File: src/rtl/r2sdf_reorder_pkg.sv
// R2SdfDefinesPkg: shared types and helpers for the R2SDF FFT pipeline.
//   Cplx      : 16-bit signed real/imaginary sample pair
//   CPLX_W    : packed width of one Cplx sample
//   rd_state_e: read-side state of the output reorder buffer
//   bitrev()  : reverses the low 'w' bits of a value (w <= 16)
package R2SdfDefinesPkg;

    typedef struct packed {
        logic signed [15:0] re;
        logic signed [15:0] im;
    } Cplx;

    localparam int CPLX_W = $bits(Cplx);

    typedef enum logic {
        RD_IDLE   = 1'b0,
        RD_ACTIVE = 1'b1
    } rd_state_e;

    // Bit i of v lands on bit w-1-i; bits at and above w come back as zero,
    // so callers cast the result down to their own address width.
    function automatic logic [15:0] bitrev(input logic [15:0] v, input int w);
        logic [15:0] r;
        r = '0;
        for (int i = 0; i < 16; i++) begin
            if (i < w) begin
                r[w - 1 - i] = v[i];
            end
        end
        return r;
    endfunction

endpackage

File: src/rtl/r2sdf_reorder_if.sv
// r2sdf_reorder_if: sample stream into and out of the reorder buffer.
//   en        : clock enable for the whole stream
//   in        : bit-reversed-order input sample
//   in_sync   : marks the last input sample of a frame
//   out       : natural-order output sample
//   out_valid : out carries a sample of a completed frame
//   out_sync  : marks natural index LEN-1 of an output frame
// master = upstream source (and output consumer), slave = reorder block.
interface r2sdf_reorder_if;

    logic                   en;
    R2SdfDefinesPkg::Cplx   in;
    logic                   in_sync;
    R2SdfDefinesPkg::Cplx   out;
    logic                   out_valid;
    logic                   out_sync;

    modport master (
        output en, in, in_sync,
        input  out, out_valid, out_sync
    );

    modport slave (
        input  en, in, in_sync,
        output out, out_valid, out_sync
    );

endinterface

File: src/rtl/r2sdf_reorder_sp_ram_rf.sv
// SpRamRf: single-port register-file RAM with a registered read port.
//   clk   : clock
//   ce    : access enable; no write and no read-data update when low
//   we    : 1 = write wdata to addr, 0 = read addr into rdata
//   addr  : word address
//   wdata : write data
//   rdata : read data, valid the cycle after a read access, held otherwise
// Contents and rdata are not reset.
module SpRamRf #(
    parameter int DW = 32,
    parameter int AW = 4
) (
    input  logic          clk,
    input  logic          ce,
    input  logic          we,
    input  logic [AW-1:0] addr,
    input  logic [DW-1:0] wdata,
    output logic [DW-1:0] rdata
);

    logic [DW-1:0] mem [0:(1 << AW) - 1];

    always_ff @(posedge clk) begin
        if (ce) begin
            if (we) begin
                mem[addr] <= wdata;
            end else begin
                rdata <= mem[addr];
            end
        end
    end

endmodule

File: src/rtl/r2sdf_reorder.sv
// r2sdf_reorder: converts bit-reversed FFT output frames to natural order.
//   clk   : clock
//   rst_n : asynchronous active-low reset
//   bus   : r2sdf_reorder_if.slave (en, in, in_sync -> out, out_valid, out_sync)
// Two ping-pong banks: the write bank is filled at bitrev(wcnt); when a frame
// ends aligned (in_sync with wcnt = LEN-1) the banks swap and the filled bank
// is read out in natural order. Output latency is RAM read + output register.
module r2sdf_reorder
    import R2SdfDefinesPkg::*;
#(
    parameter int STG = 4
) (
    input  logic             clk,
    input  logic             rst_n,
    r2sdf_reorder_if.slave   bus
);

    logic [STG-1:0]     wcnt;
    logic [STG-1:0]     rcnt;
    logic [STG-1:0]     wr_addr;
    logic               wsel;
    rd_state_e          rd_state;
    rd_state_e          rd_next;
    logic               en;
    logic               aligned_end;
    logic               rd_fire;
    logic               rd_v;
    logic               rd_last;
    logic               rd_bank;
    logic               ce0, ce1, we0, we1;
    logic [STG-1:0]     addr0, addr1;
    logic [CPLX_W-1:0]  rdata0, rdata1;
    Cplx                out_q;
    logic               out_valid_q;
    logic               out_sync_q;

    assign en          = bus.en;
    assign aligned_end = en & bus.in_sync & (&wcnt);
    assign rd_fire     = en & (rd_state == RD_ACTIVE);
    assign wr_addr     = STG'(bitrev(16'(wcnt), STG));

    // wsel = 0 means bank 0 is being written and bank 1 read, and vice versa.
    assign ce0   = wsel ? rd_fire : en;
    assign we0   = ~wsel;
    assign addr0 = wsel ? rcnt : wr_addr;
    assign ce1   = wsel ? en : rd_fire;
    assign we1   = wsel;
    assign addr1 = wsel ? wr_addr : rcnt;

    SpRamRf #(.DW(CPLX_W), .AW(STG)) u_bank0 (
        .clk   (clk),
        .ce    (ce0),
        .we    (we0),
        .addr  (addr0),
        .wdata (bus.in),
        .rdata (rdata0)
    );

    SpRamRf #(.DW(CPLX_W), .AW(STG)) u_bank1 (
        .clk   (clk),
        .ce    (ce1),
        .we    (we1),
        .addr  (addr1),
        .wdata (bus.in),
        .rdata (rdata1)
    );

    // Write side: any in_sync restarts the frame; only an aligned one swaps
    // banks, so partial frames are silently dropped.
    always_ff @(posedge clk or negedge rst_n) begin
        if (!rst_n) begin
            wcnt <= '0;
            wsel <= 1'b0;
        end else if (en) begin
            if (bus.in_sync) begin
                wcnt <= '0;
            end else begin
                wcnt <= wcnt + 1'b1;
            end
            if (aligned_end) begin
                wsel <= ~wsel;
            end
        end
    end

    always_ff @(posedge clk or negedge rst_n) begin
        if (!rst_n) begin
            rd_state <= RD_IDLE;
        end else begin
            rd_state <= rd_next;
        end
    end

    // A new aligned frame end takes priority over finishing the current read,
    // which is what keeps back-to-back frames gapless.
    always_comb begin
        rd_next = rd_state;
        if (en) begin
            if (aligned_end) begin
                rd_next = RD_ACTIVE;
            end else if ((rd_state == RD_ACTIVE) && (&rcnt)) begin
                rd_next = RD_IDLE;
            end
        end
    end

    always_ff @(posedge clk or negedge rst_n) begin
        if (!rst_n) begin
            rcnt <= '0;
        end else if (en) begin
            if (aligned_end) begin
                rcnt <= '0;
            end else if (rd_fire) begin
                rcnt <= rcnt + 1'b1;
            end
        end
    end

    // rd_bank remembers which bank was read, because wsel may flip on the
    // same edge as the last read of a frame.
    always_ff @(posedge clk or negedge rst_n) begin
        if (!rst_n) begin
            rd_v    <= 1'b0;
            rd_last <= 1'b0;
            rd_bank <= 1'b0;
        end else if (en) begin
            rd_v    <= rd_fire;
            rd_last <= &rcnt;
            rd_bank <= ~wsel;
        end
    end

    always_ff @(posedge clk or negedge rst_n) begin
        if (!rst_n) begin
            out_q       <= '0;
            out_valid_q <= 1'b0;
            out_sync_q  <= 1'b0;
        end else if (en) begin
            out_valid_q <= rd_v;
            out_sync_q  <= rd_v & rd_last;
            if (rd_v) begin
                out_q <= rd_bank ? rdata1 : rdata0;
            end
        end
    end

    assign bus.out       = out_q;
    assign bus.out_valid = out_valid_q;
    assign bus.out_sync  = out_sync_q;

endmodule

File: src/flat_wrapper.sv
// flat-port wrapper written by rule: the top's interface ports become plain ports
module r2sdf_reorder_flat import R2SdfDefinesPkg::*;
#(
    parameter int STG = 4
)
  (clk, rst_n, bus_en, bus_in, bus_in_sync, bus_out, bus_out_valid, bus_out_sync);
  r2sdf_reorder_if bus_i ();
  input  logic clk;
  input  logic rst_n;
  input wire logic [$bits(bus_i.en)-1:0] bus_en;
  input wire logic [$bits(bus_i.in)-1:0] bus_in;
  input wire logic [$bits(bus_i.in_sync)-1:0] bus_in_sync;
  output wire logic [$bits(bus_i.out)-1:0] bus_out;
  output wire logic [$bits(bus_i.out_valid)-1:0] bus_out_valid;
  output wire logic [$bits(bus_i.out_sync)-1:0] bus_out_sync;
  assign bus_i.en = bus_en;
  assign bus_i.in = bus_in;
  assign bus_i.in_sync = bus_in_sync;
  assign bus_out = bus_i.out;
  assign bus_out_valid = bus_i.out_valid;
  assign bus_out_sync = bus_i.out_sync;
  r2sdf_reorder #(.STG(STG)) u_core (.clk(clk), .rst_n(rst_n), .bus(bus_i));
endmodule
File: config.mk
export PLATFORM = sky130hd
export DESIGN_NAME = r2sdf_reorder_flat
export DESIGN_NICKNAME = d
export VERILOG_FILES = /design/src/rtl/r2sdf_reorder_pkg.sv /design/src/rtl/r2sdf_reorder_if.sv /design/src/rtl/r2sdf_reorder_sp_ram_rf.sv /design/src/rtl/r2sdf_reorder.sv /design/src/flat_wrapper.sv
export SDC_FILE = /design/constraint.sdc
export NUM_CORES = 1
export LEC_CHECK = 0
export ABC_AREA = 0
export BUFFER_PORTS_ARGS = -buffer_cell sky130_fd_sc_hd__buf_2
export CORE_MARGIN = 2
export CORE_UTILIZATION = 30
export DETAILED_ROUTE_END_ITERATION = 8
export GPL_TIMING_DRIVEN = 0
export PLACE_DENSITY = 0.43
export RECOVER_POWER = 100
export SETUP_SLACK_MARGIN = 0.15
export SKIP_LAST_GASP = 1
export SYNTH_ARGS = -nofsm -noshare
export SYNTH_HDL_FRONTEND = slang
export SYNTH_SLANG_ARGS = --single-unit
File: constraint.sdc
create_clock -name clk -period 5.19 [get_ports clk]
set_input_delay 0.519 -clock clk [delete_from_list [all_inputs] [get_ports clk]]
set_output_delay 0.519 -clock clk [all_outputs]
set_load 0.02 [all_outputs]
==> out/results.tsv, run 1 <==
stage	metric	value	unit
yosys	post-synthesis xor/xnor area fraction	0.0511	%
sta	Slew HR	-119	%
detailed_routing	Remaining DRCs	0	
clock_network	post_cts resized	0	
detailed_routing	Via Count	34860	
power	Switching Fraction	35.3	%
die	core area	0.170	mm^2
cells_and_area	share of cells above drive strength 1	12.9	%
detailed_routing	routed length per instance	33.4	um
clock_network	clock root buffer	clkbuf_16	
power	Flop pwr share	36.7	%
sta	final setup violation count	0	
power	Power Dens Cells	488	mW/mm^2
critical_path	CP endpoint kind	flop	
clock_network	CTS H-tree lvls	4	
detailed_routing	Antenna Nets Post-Route	0	
die	I/O Pins	70	
power	fraction of power consumed by combinational cells	30.8	%
clock_network	clock slew at reported path FFs	0.06	ns
yosys	Synth cell types	44	
clock_network	CTS tree	done	
die	Die Y	418	um
critical_path	Critical Path Source Type	flop	
die	Die Area	0.175	mm^2
sta	Fin. Hold Viols	0	
cells_and_area	final core utilization	35.2	%
critical_path	Worst Path Max Fanout	20	
critical_path	R2R Path Start	u_core.we1$_DFFE_PN0P_	
yosys	total of warnings raised by yosys	0	
power	clock power share	32.5	%
yosys	post-synthesis mux area share	6.44	%
yosys	Gate Count Post-Synth	3412	
yosys	register area share after synthesis	65.9	%
critical_path	max incr delay on CP	0.98	ns
critical_path	critical path depth	8	
sta	Slew @ Worst Pin	3.29	ns
outcome	status	complete, but fails checks	
global_route	initial antenna violation count	19	
critical_path	CP startpoint	u_core.we1$_DFFE_PN0P_	
critical_path	Worst Setup Path Type	flop to flop	
yosys	Synth area leaders	edfxtp_1 (64%), mux4_2 (5.6%), nand4b_1 (4.4%), o41ai_1 (4.4%), a41o_1 (3.7%)	
sta	Slew Limit Fails	1191	
critical_path	Crit-path slowest cell	nor2b_2	
sta	fin crit share	90.8	%
critical_path	Most common cell on crit path	buf_6	
global_route	first-pass GRT wire length	276000	um
outcome	violated checks	capacitance limit, slew limit	
clock_network	CTS Buf Count	133	
yosys	Syn Nets	3450	
power	switching power	10300	uW
yosys	Syn Area/Cell	15.1	um^2
job	max cap viols	41	
yosys	Synth Area in Adders	0.0487	%
power	Leakage	0.0204	uW
detailed_routing	Detailed Routing Iterations Pass 1	6	
critical_path	CP arrival	5.17	ns
global_route	total grt overflow	0	
worst_hold_path	class of the worst hold path	input pin to flop	
clock_network	# clock sinks	1135	
global_route	largest net degree at the start of global routing	48	
yosys	post-synthesis simple-gate area fraction	12.3	%
placed_design	Placer Congestion	0.867	
critical_path	top cell family by delay on the critical path	buffers and inverters	
yosys	Synth Area in Compound Gates	10.8	%
global_route	Total GRT Usage	22.6	%
sta	clock period minus worst slack	4.71	ns
power	maximum VDD drop	0.000367	V
cells_and_area	Final #Nets	3695	
die	row count	151	
critical_path	CP Cell Sequence	buf_6 -> buf_6 -> buf_6 -> clkbuf_1 -> clkbuf_1 -> nand4_1 -> nor2b_2 -> buf_16	
global_route	vias in the first global route	34457	
die	Starting Density	30.3	%
die	die width	418	um
yosys	area leader, netlist	edfxtp_1	
clock_network	Clock Latency Late Sink	0.78	ns
yosys	post-synth top area share	63.6	%
placed_design	port bufs	69	
yosys	Async S/R FF share, synth	4.14	%
worst_hold_path	hold_sp	bus_en	
detailed_routing	drt total wl	200000	um
worst_hold_path	hold depth	4	
detailed_routing	Iter 0 DRT Violations	4209	
yosys	number of synthesized register bits	1135	
sta	RSZ-0062 raised after global routing	no	
clock_network	Bufs on Longest Clock Path	3	
sta	fmax	212	MHz
power	overall power	29200	uW
detailed_routing	via/cell ratio	5.82	
cells_and_area	fillers	16368	
yosys	EDFF count, synth	1088	
sta	final setup skew	0.0223	ns
placed_design	post-DP HPWL	140000	um
yosys	Synth Cell Area	0.0514	mm^2
yosys	largest family of logic cells by synthesized area	simple AND/OR/NAND/NOR gates	
critical_path	CP bufs+invs	6	
cells_and_area	Area growth, synth to finish	16.2	%
power	internal power	18900	uW
critical_path	Crit path required time	5.65	ns
critical_path	Worst Reg-to-Reg Cells	8	
yosys	dominant synthesized flop cell	edfxtp_1	
## final cells by class
cell class / count / area [um^2] / share of cell area, %
Multi-Input combinational cell: 1746 / 15400 / 25.8
Antenna cell: 8 / 20.0 / 0.0335
Buffer: 396 / 1770 / 2.97
Clock inverter: 66 / 674 / 1.13
Timing Repair Buffer: 110 / 1060 / 1.78
Inverter: 135 / 507 / 0.849
Sequential cell: 1135 / 33800 / 56.7
Tap cell: 2218 / 2780 / 4.65
Clock buffer: 177 / 3670 / 6.15
## metrics by stage
| stage | std cells | instance area [um^2] | TNS (ns) | hold WS, ns | setup slack, ns |
|---|---|---|---|---|---|
| finish | 5991 | 59700 | 0 | 0.259 | 0.480 |
| global placement | 5699 | 54500 | -1131.96 | 0.468 | -2.07 |
| CTS | 5982 | 60000 | 0 | 0.0202 | 1.01 |
| floorplan | 3412 | 51400 | 0 | 0.223 | 1.86 |
| detailed placement | 5738 | 55600 | 0 | 0.471 | 1.03 |
| global route | 5983 | 59700 | 0 | 0.263 | 0.443 |
## power by group through the flow
stage | clock network (uW) | logic [uW] | registers [uW]
global route | 10000 | 9360 | 10700
finish | 9490 | 8990 | 10700
floorplan | 0 | 4960 | 10900
CTS | 9680 | 8960 | 10700
detailed placement | 0 | 8930 | 10900
global placement | 0 | 8790 | 10900
## registers in the layout (all words and copies together) (netlist names)
name                  count
u_core.bus.out           32
u_core.bus.out_sync       1
u_core.bus.out_valid      1
u_core.rcnt               4
u_core.rd_bank            1
u_core.rd_last            1
u_core.rd_state           1
u_core.rd_v               1
u_core.u_bank0.mem      512
u_core.u_bank0.rdata     32
u_core.u_bank1.mem      512
u_core.u_bank1.rdata     32
u_core.wcnt               4
u_core.we1                1
## synth_stat cells, drive strengths merged, types with 6 or more instances
cell and number:
nand4 194, nor3b 6, mux2i 35, nor4bb 124, dfrtp 47, nor2 37, nand4b 256, a41o 192
o21a 65, edfxtp 1088, nand3 10, nor2b 9, nand2 169, mux4 128, buf 136, nor4b 64
clkbuf 260, inv 135, o41ai 256, o21ai 166
## cells in the final DEF, fill, tap and decap left out, types with 65 or more instances in the layout
cell type | Yosys | routed
o21a_1 | 65 | 65
nand4_1 | 194 | 194
nand2_1 | 169 | 169
nand4b_1 | 256 | 256
mux4_2 | 128 | 128
buf_2 | 75 | 66
edfxtp_1 | 1088 | 1088
o41ai_1 | 256 | 256
o21ai_0 | 164 | 165
inv_1 | 133 | 135
nor4bb_1 | 124 | 124
clkbuf_16 | 0 | 138
clkbuf_1 | 259 | 369
a41o_1 | 192 | 192
## kinds of logic (layout without fill, tap and decap cells)
| kind of cell | Yosys count | in the layout |
|---|---|---|
| AO/OA/AOI/OAI | 690 | 690 |
| XOR/XNOR | 3 | 3 |
| adder cells (fa/ha/maj) | 2 | 2 |
| buffers and inverters | 531 | 884 |
| flip-flops | 1135 | 1135 |
| multiplexers | 167 | 167 |
| other | 0 | 8 |
| AND/OR/NAND/NOR | 884 | 884 |
## worst register-to-register path: cells and delay by family (launching register included)
kind / cells / cell delay (ns)
flip-flops: 1 / 0.37
AND/OR/NAND/NOR: 2 / 1.44
buffers and inverters: 6 / 2.55
## layer usage
layer / share of wire (%) / GRT usage, % / routed length, um / vias up
met5: 0.035 / 0 / 71 / -
met4: 4.4 / 9.06 / 8810 / 8
met3: 7.7 / 4.66 / 15400 / 296
met2: 44 / 34.5 / 89100 / 1452
met1: 43 / 31.3 / 87000 / 18264
li1: - / - / - / 14840
## repair_timing
| item | CTS | global route |
|---|---|---|
| endpoints found under the setup margin | 0 | 0 |
| hold buffers | 1 | 1 |
| setup buffers | 0 | 0 |
| hold endpoints to repair | 2 | 47 |
## path summary, 6_finish.rpt
check | endpoint | slack [ns]
worst min register to register | u_core.bus.out[17]$_DFFE_PN0P_ | 0.49
max in group asynchronous | u_core.bus.out[3]$_DFFE_PN0P_ | 1.89
worst max register to register | u_core.u_bank1.mem[11][11]$_DFFE_PP_ | 0.48
worst min-delay path | u_core.wcnt[2]$_DFFE_PN0P_ | 0.26
min in group asynchronous | u_core.bus.out[22]$_DFFE_PN0P_ | 1.37
worst max-delay path | u_core.u_bank1.mem[11][11]$_DFFE_PP_ | 0.48
(Power assumes the default switching activity.)
==> run 2, diff against run 1 <==
--- a/config.mk
+++ b/config.mk
@@ -13,7 +13,6 @@
 export GPL_TIMING_DRIVEN = 0
 export PLACE_DENSITY = 0.43
 export RECOVER_POWER = 100
-export SETUP_SLACK_MARGIN = 0.15
 export SKIP_LAST_GASP = 1
 export SYNTH_ARGS = -nofsm -noshare
 export SYNTH_HDL_FRONTEND = slang
==> constraint.sdc (replaced) <==
create_clock -name clk -period 4.6 [get_ports clk]
set_input_delay 0.46 -clock clk [delete_from_list [all_inputs] [get_ports clk]]
set_output_delay 0.46 -clock clk [all_outputs]
set_load 0.02 [all_outputs]
==> out/results.tsv, run 2 (synthesis results as in run 1) <==
stage	metric	value	unit	change
clock_network	clock slew at reported path FFs	0.06	ns	about the same
power	Leakage	0.0204	uW	about the same
die	Die Area	0.175	mm^2	unchanged
clock_network	postcts setup bufs	0		unchanged
power	maximum VDD drop	0.000422	V	was 0.000367 V
clock_network	clock root buffer	clkbuf_16		unchanged
outcome	violated checks	capacitance limit, slew limit		unchanged
global_route	initial antenna violation count	18		was 19
global_route	total grt overflow	0		unchanged
clock_network	Clock Latency Late Sink	0.78	ns	about the same
cells_and_area	Area growth, synth to finish	16.3	%	was 16.2%
cells_and_area	share of cells above drive strength 1	13.0	%	was 12.9%
sta	final setup skew	0.0219	ns	was 0.0223 ns
sta	RSZ-0062 raised after global routing	no		unchanged
sta	fin crit share	98.6	%	was 90.8%
sta	Slew @ Worst Pin	3.32	ns	was 3.29 ns
global_route	met1 Usage GRT	31.3	%	unchanged
sta	tightest hold margin	0.200	ns	was 0.259 ns
placed_design	port bufs	69		unchanged
cells_and_area	biggest regs	u_core.u_bank0.mem (512), u_core.u_bank1.mem (512)		unchanged
critical_path	Critical Path Source Type	flop		unchanged
cells_and_area	final core utilization	35.2	%	about the same
job	max cap viols	40		was 41
placed_design	post-DP HPWL	140000	um	unchanged
detailed_routing	Via Count	34817		was 34.9k
critical_path	CP endpoint kind	flop		unchanged
outcome	status	complete, but fails checks		unchanged
sta	clock period minus worst slack	4.54	ns	was 4.71 ns
global_route	first-pass GRT wire length	276000	um	about the same
die	row count	151		unchanged
worst_hold_path	class of the worst hold path	input pin to flop		unchanged
placed_design	pre-CTS WS	0.444	ns	was 1.03 ns
global_route	largest net degree at the start of global routing	48		unchanged
die	die width	418	um	unchanged
clock_network	Bufs on Longest Clock Path	3		unchanged
cells_and_area	Final Cell Area	0.0598	mm^2	was 0.0597 mm^2
clock_network	CTS Buf Count	133		unchanged
sta	post-route setup slack	0.0625	ns	was 0.480 ns
global_route	vias in the first global route	34463		about the same
power	Power Dens Cells	551	mW/mm^2	was 488 mW/mm^2
cells_and_area	most common cell after layout, fill and taps aside	edfxtp_1		unchanged
detailed_routing	Iter 0 DRT Violations	4240		was 4209
detailed_routing	Antenna Nets Post-Route	0		unchanged
critical_path	Worst Setup Path Type	flop to flop		unchanged
global_route	met2 Usage GRT	34.5	%	about the same
die	Starting Density	30.3	%	unchanged
detailed_routing	drt total wl	200000	um	about the same
cells_and_area	Final #Nets	3695		unchanged
detailed_routing	via/cell ratio	5.81		was 5.82
cells_and_area	fillers	16352		about the same
clock_network	CTS H-tree lvls	4		unchanged
clock_network	CTS tree	done		unchanged
placed_design	placement-stage cell area	0.0556	mm^2	unchanged
die	Die Y	418	um	unchanged
detailed_routing	routed length per instance	33.5	um	was 33.4 um
global_route	met3 usage	4.66	%	unchanged
cells_and_area	commonest cells after routing, fill and taps aside	edfxtp_1 (1088), clkbuf_1 (364), nand4b_1 (256), o41ai_1 (256), nand4_1 (194)		was edfxtp_1 (1088), clkbuf_1 (369), nand4b_1 (256), o41ai_1 (256), nand4_1 (194)
critical_path	Crit path required time	5.07	ns	was 5.65 ns
sta	final setup violation count	0		unchanged
critical_path	CP arrival	5.01	ns	was 5.17 ns
die	core area	0.170	mm^2	unchanged
placed_design	Placer Congestion	0.867		unchanged
sta	Post-Route Setup TNS	0	ns	unchanged
sta	Slew HR	-122	%	was -119%
detailed_routing	Remaining DRCs	0		unchanged
sta	Fin. Hold Viols	0		unchanged
global_route	Total GRT Usage	22.6	%	about the same
die	I/O Pins	70		unchanged
sta	Slew Limit Fails	1185		was 1191
critical_path	Worst Path Max Fanout	22		was 20
detailed_routing	Detailed Routing Iterations Pass 1	6		unchanged
sta	fmax	220	MHz	was 212 MHz
global_route	global routing's busiest layer	met2		unchanged
clock_network	# clock sinks	1135		unchanged
## run 2: worst paths after layout
kind,startpoint,end,slack [ns],depth (start not counted)
setup / recovery,u_core.we1$_DFFE_PN0P_,u_core.u_bank0.mem[4][11]$_DFFE_PP_,0.06,6
hold / removal,bus_en,u_core.wcnt[2]$_DFFE_PN0P_,0.20,4
setup reg to reg,u_core.we1$_DFFE_PN0P_,u_core.u_bank0.mem[4][11]$_DFFE_PP_,0.06,6
hold reg to reg,u_core.bus.out[17]$_DFFE_PN0P_,u_core.bus.out[17]$_DFFE_PN0P_,0.49,2
max in group asynchronous,rst_n,u_core.bus.out[3]$_DFFE_PN0P_,1.34,2
min in group asynchronous,rst_n,u_core.bus.out[21]$_DFFE_PN0P_,1.30,2
## run 2: metrics by stage
step	power, uW	instances
global placement	22200	5699
CTS	33100	5983
floorplan	17900	3412
finish	32900	5989
detailed placement	22300	5738
global route	33900	5983
## run 2: power breakdown
group,internal (uW),switching (uW),leakage [uW]
registers,11900,194,0.0104
logic,3130,7020,0.00789
clock network,6290,4420,0.00212
## run 2: final cells by class
| cell class | instances | area (um^2) | area share [%] |
|---|---|---|---|
| clock inverters | 66 | 674 | 1.13 |
| repair buffers | 110 | 1120 | 1.87 |
| inverters | 135 | 507 | 0.848 |
| well taps | 2218 | 2780 | 4.64 |
| multi-input cells | 1746 | 15400 | 25.7 |
| diodes | 6 | 15.0 | 0.0251 |
| flip-flops and latches | 1135 | 33800 | 56.6 |
| plain buffers | 396 | 1780 | 2.98 |
| clock buffers | 177 | 3670 | 6.14 |
## run 2: critical path: stages, from the launching register on
cell and delay (ns):
dfrtp_1 0.40, buf_6 0.16, buf_4 0.22, clkbuf_2 0.38
o31ai_1 1.71, nor2b_2 1.05, buf_12 0.28
## run 2: per-layer routing
layer  wire, um  up-vias
li1           -    14846
met1      87600    18258
met2      89100     1423
met3      15000      282
met4       8570        8
met5         71        -
## run 2: what timing repair did
action | 4_1_cts | 5_1_grt
endpoints found under the hold margin | 13 | 0
gates resized for setup | 0 | 0
hold buffers | 2 | 0
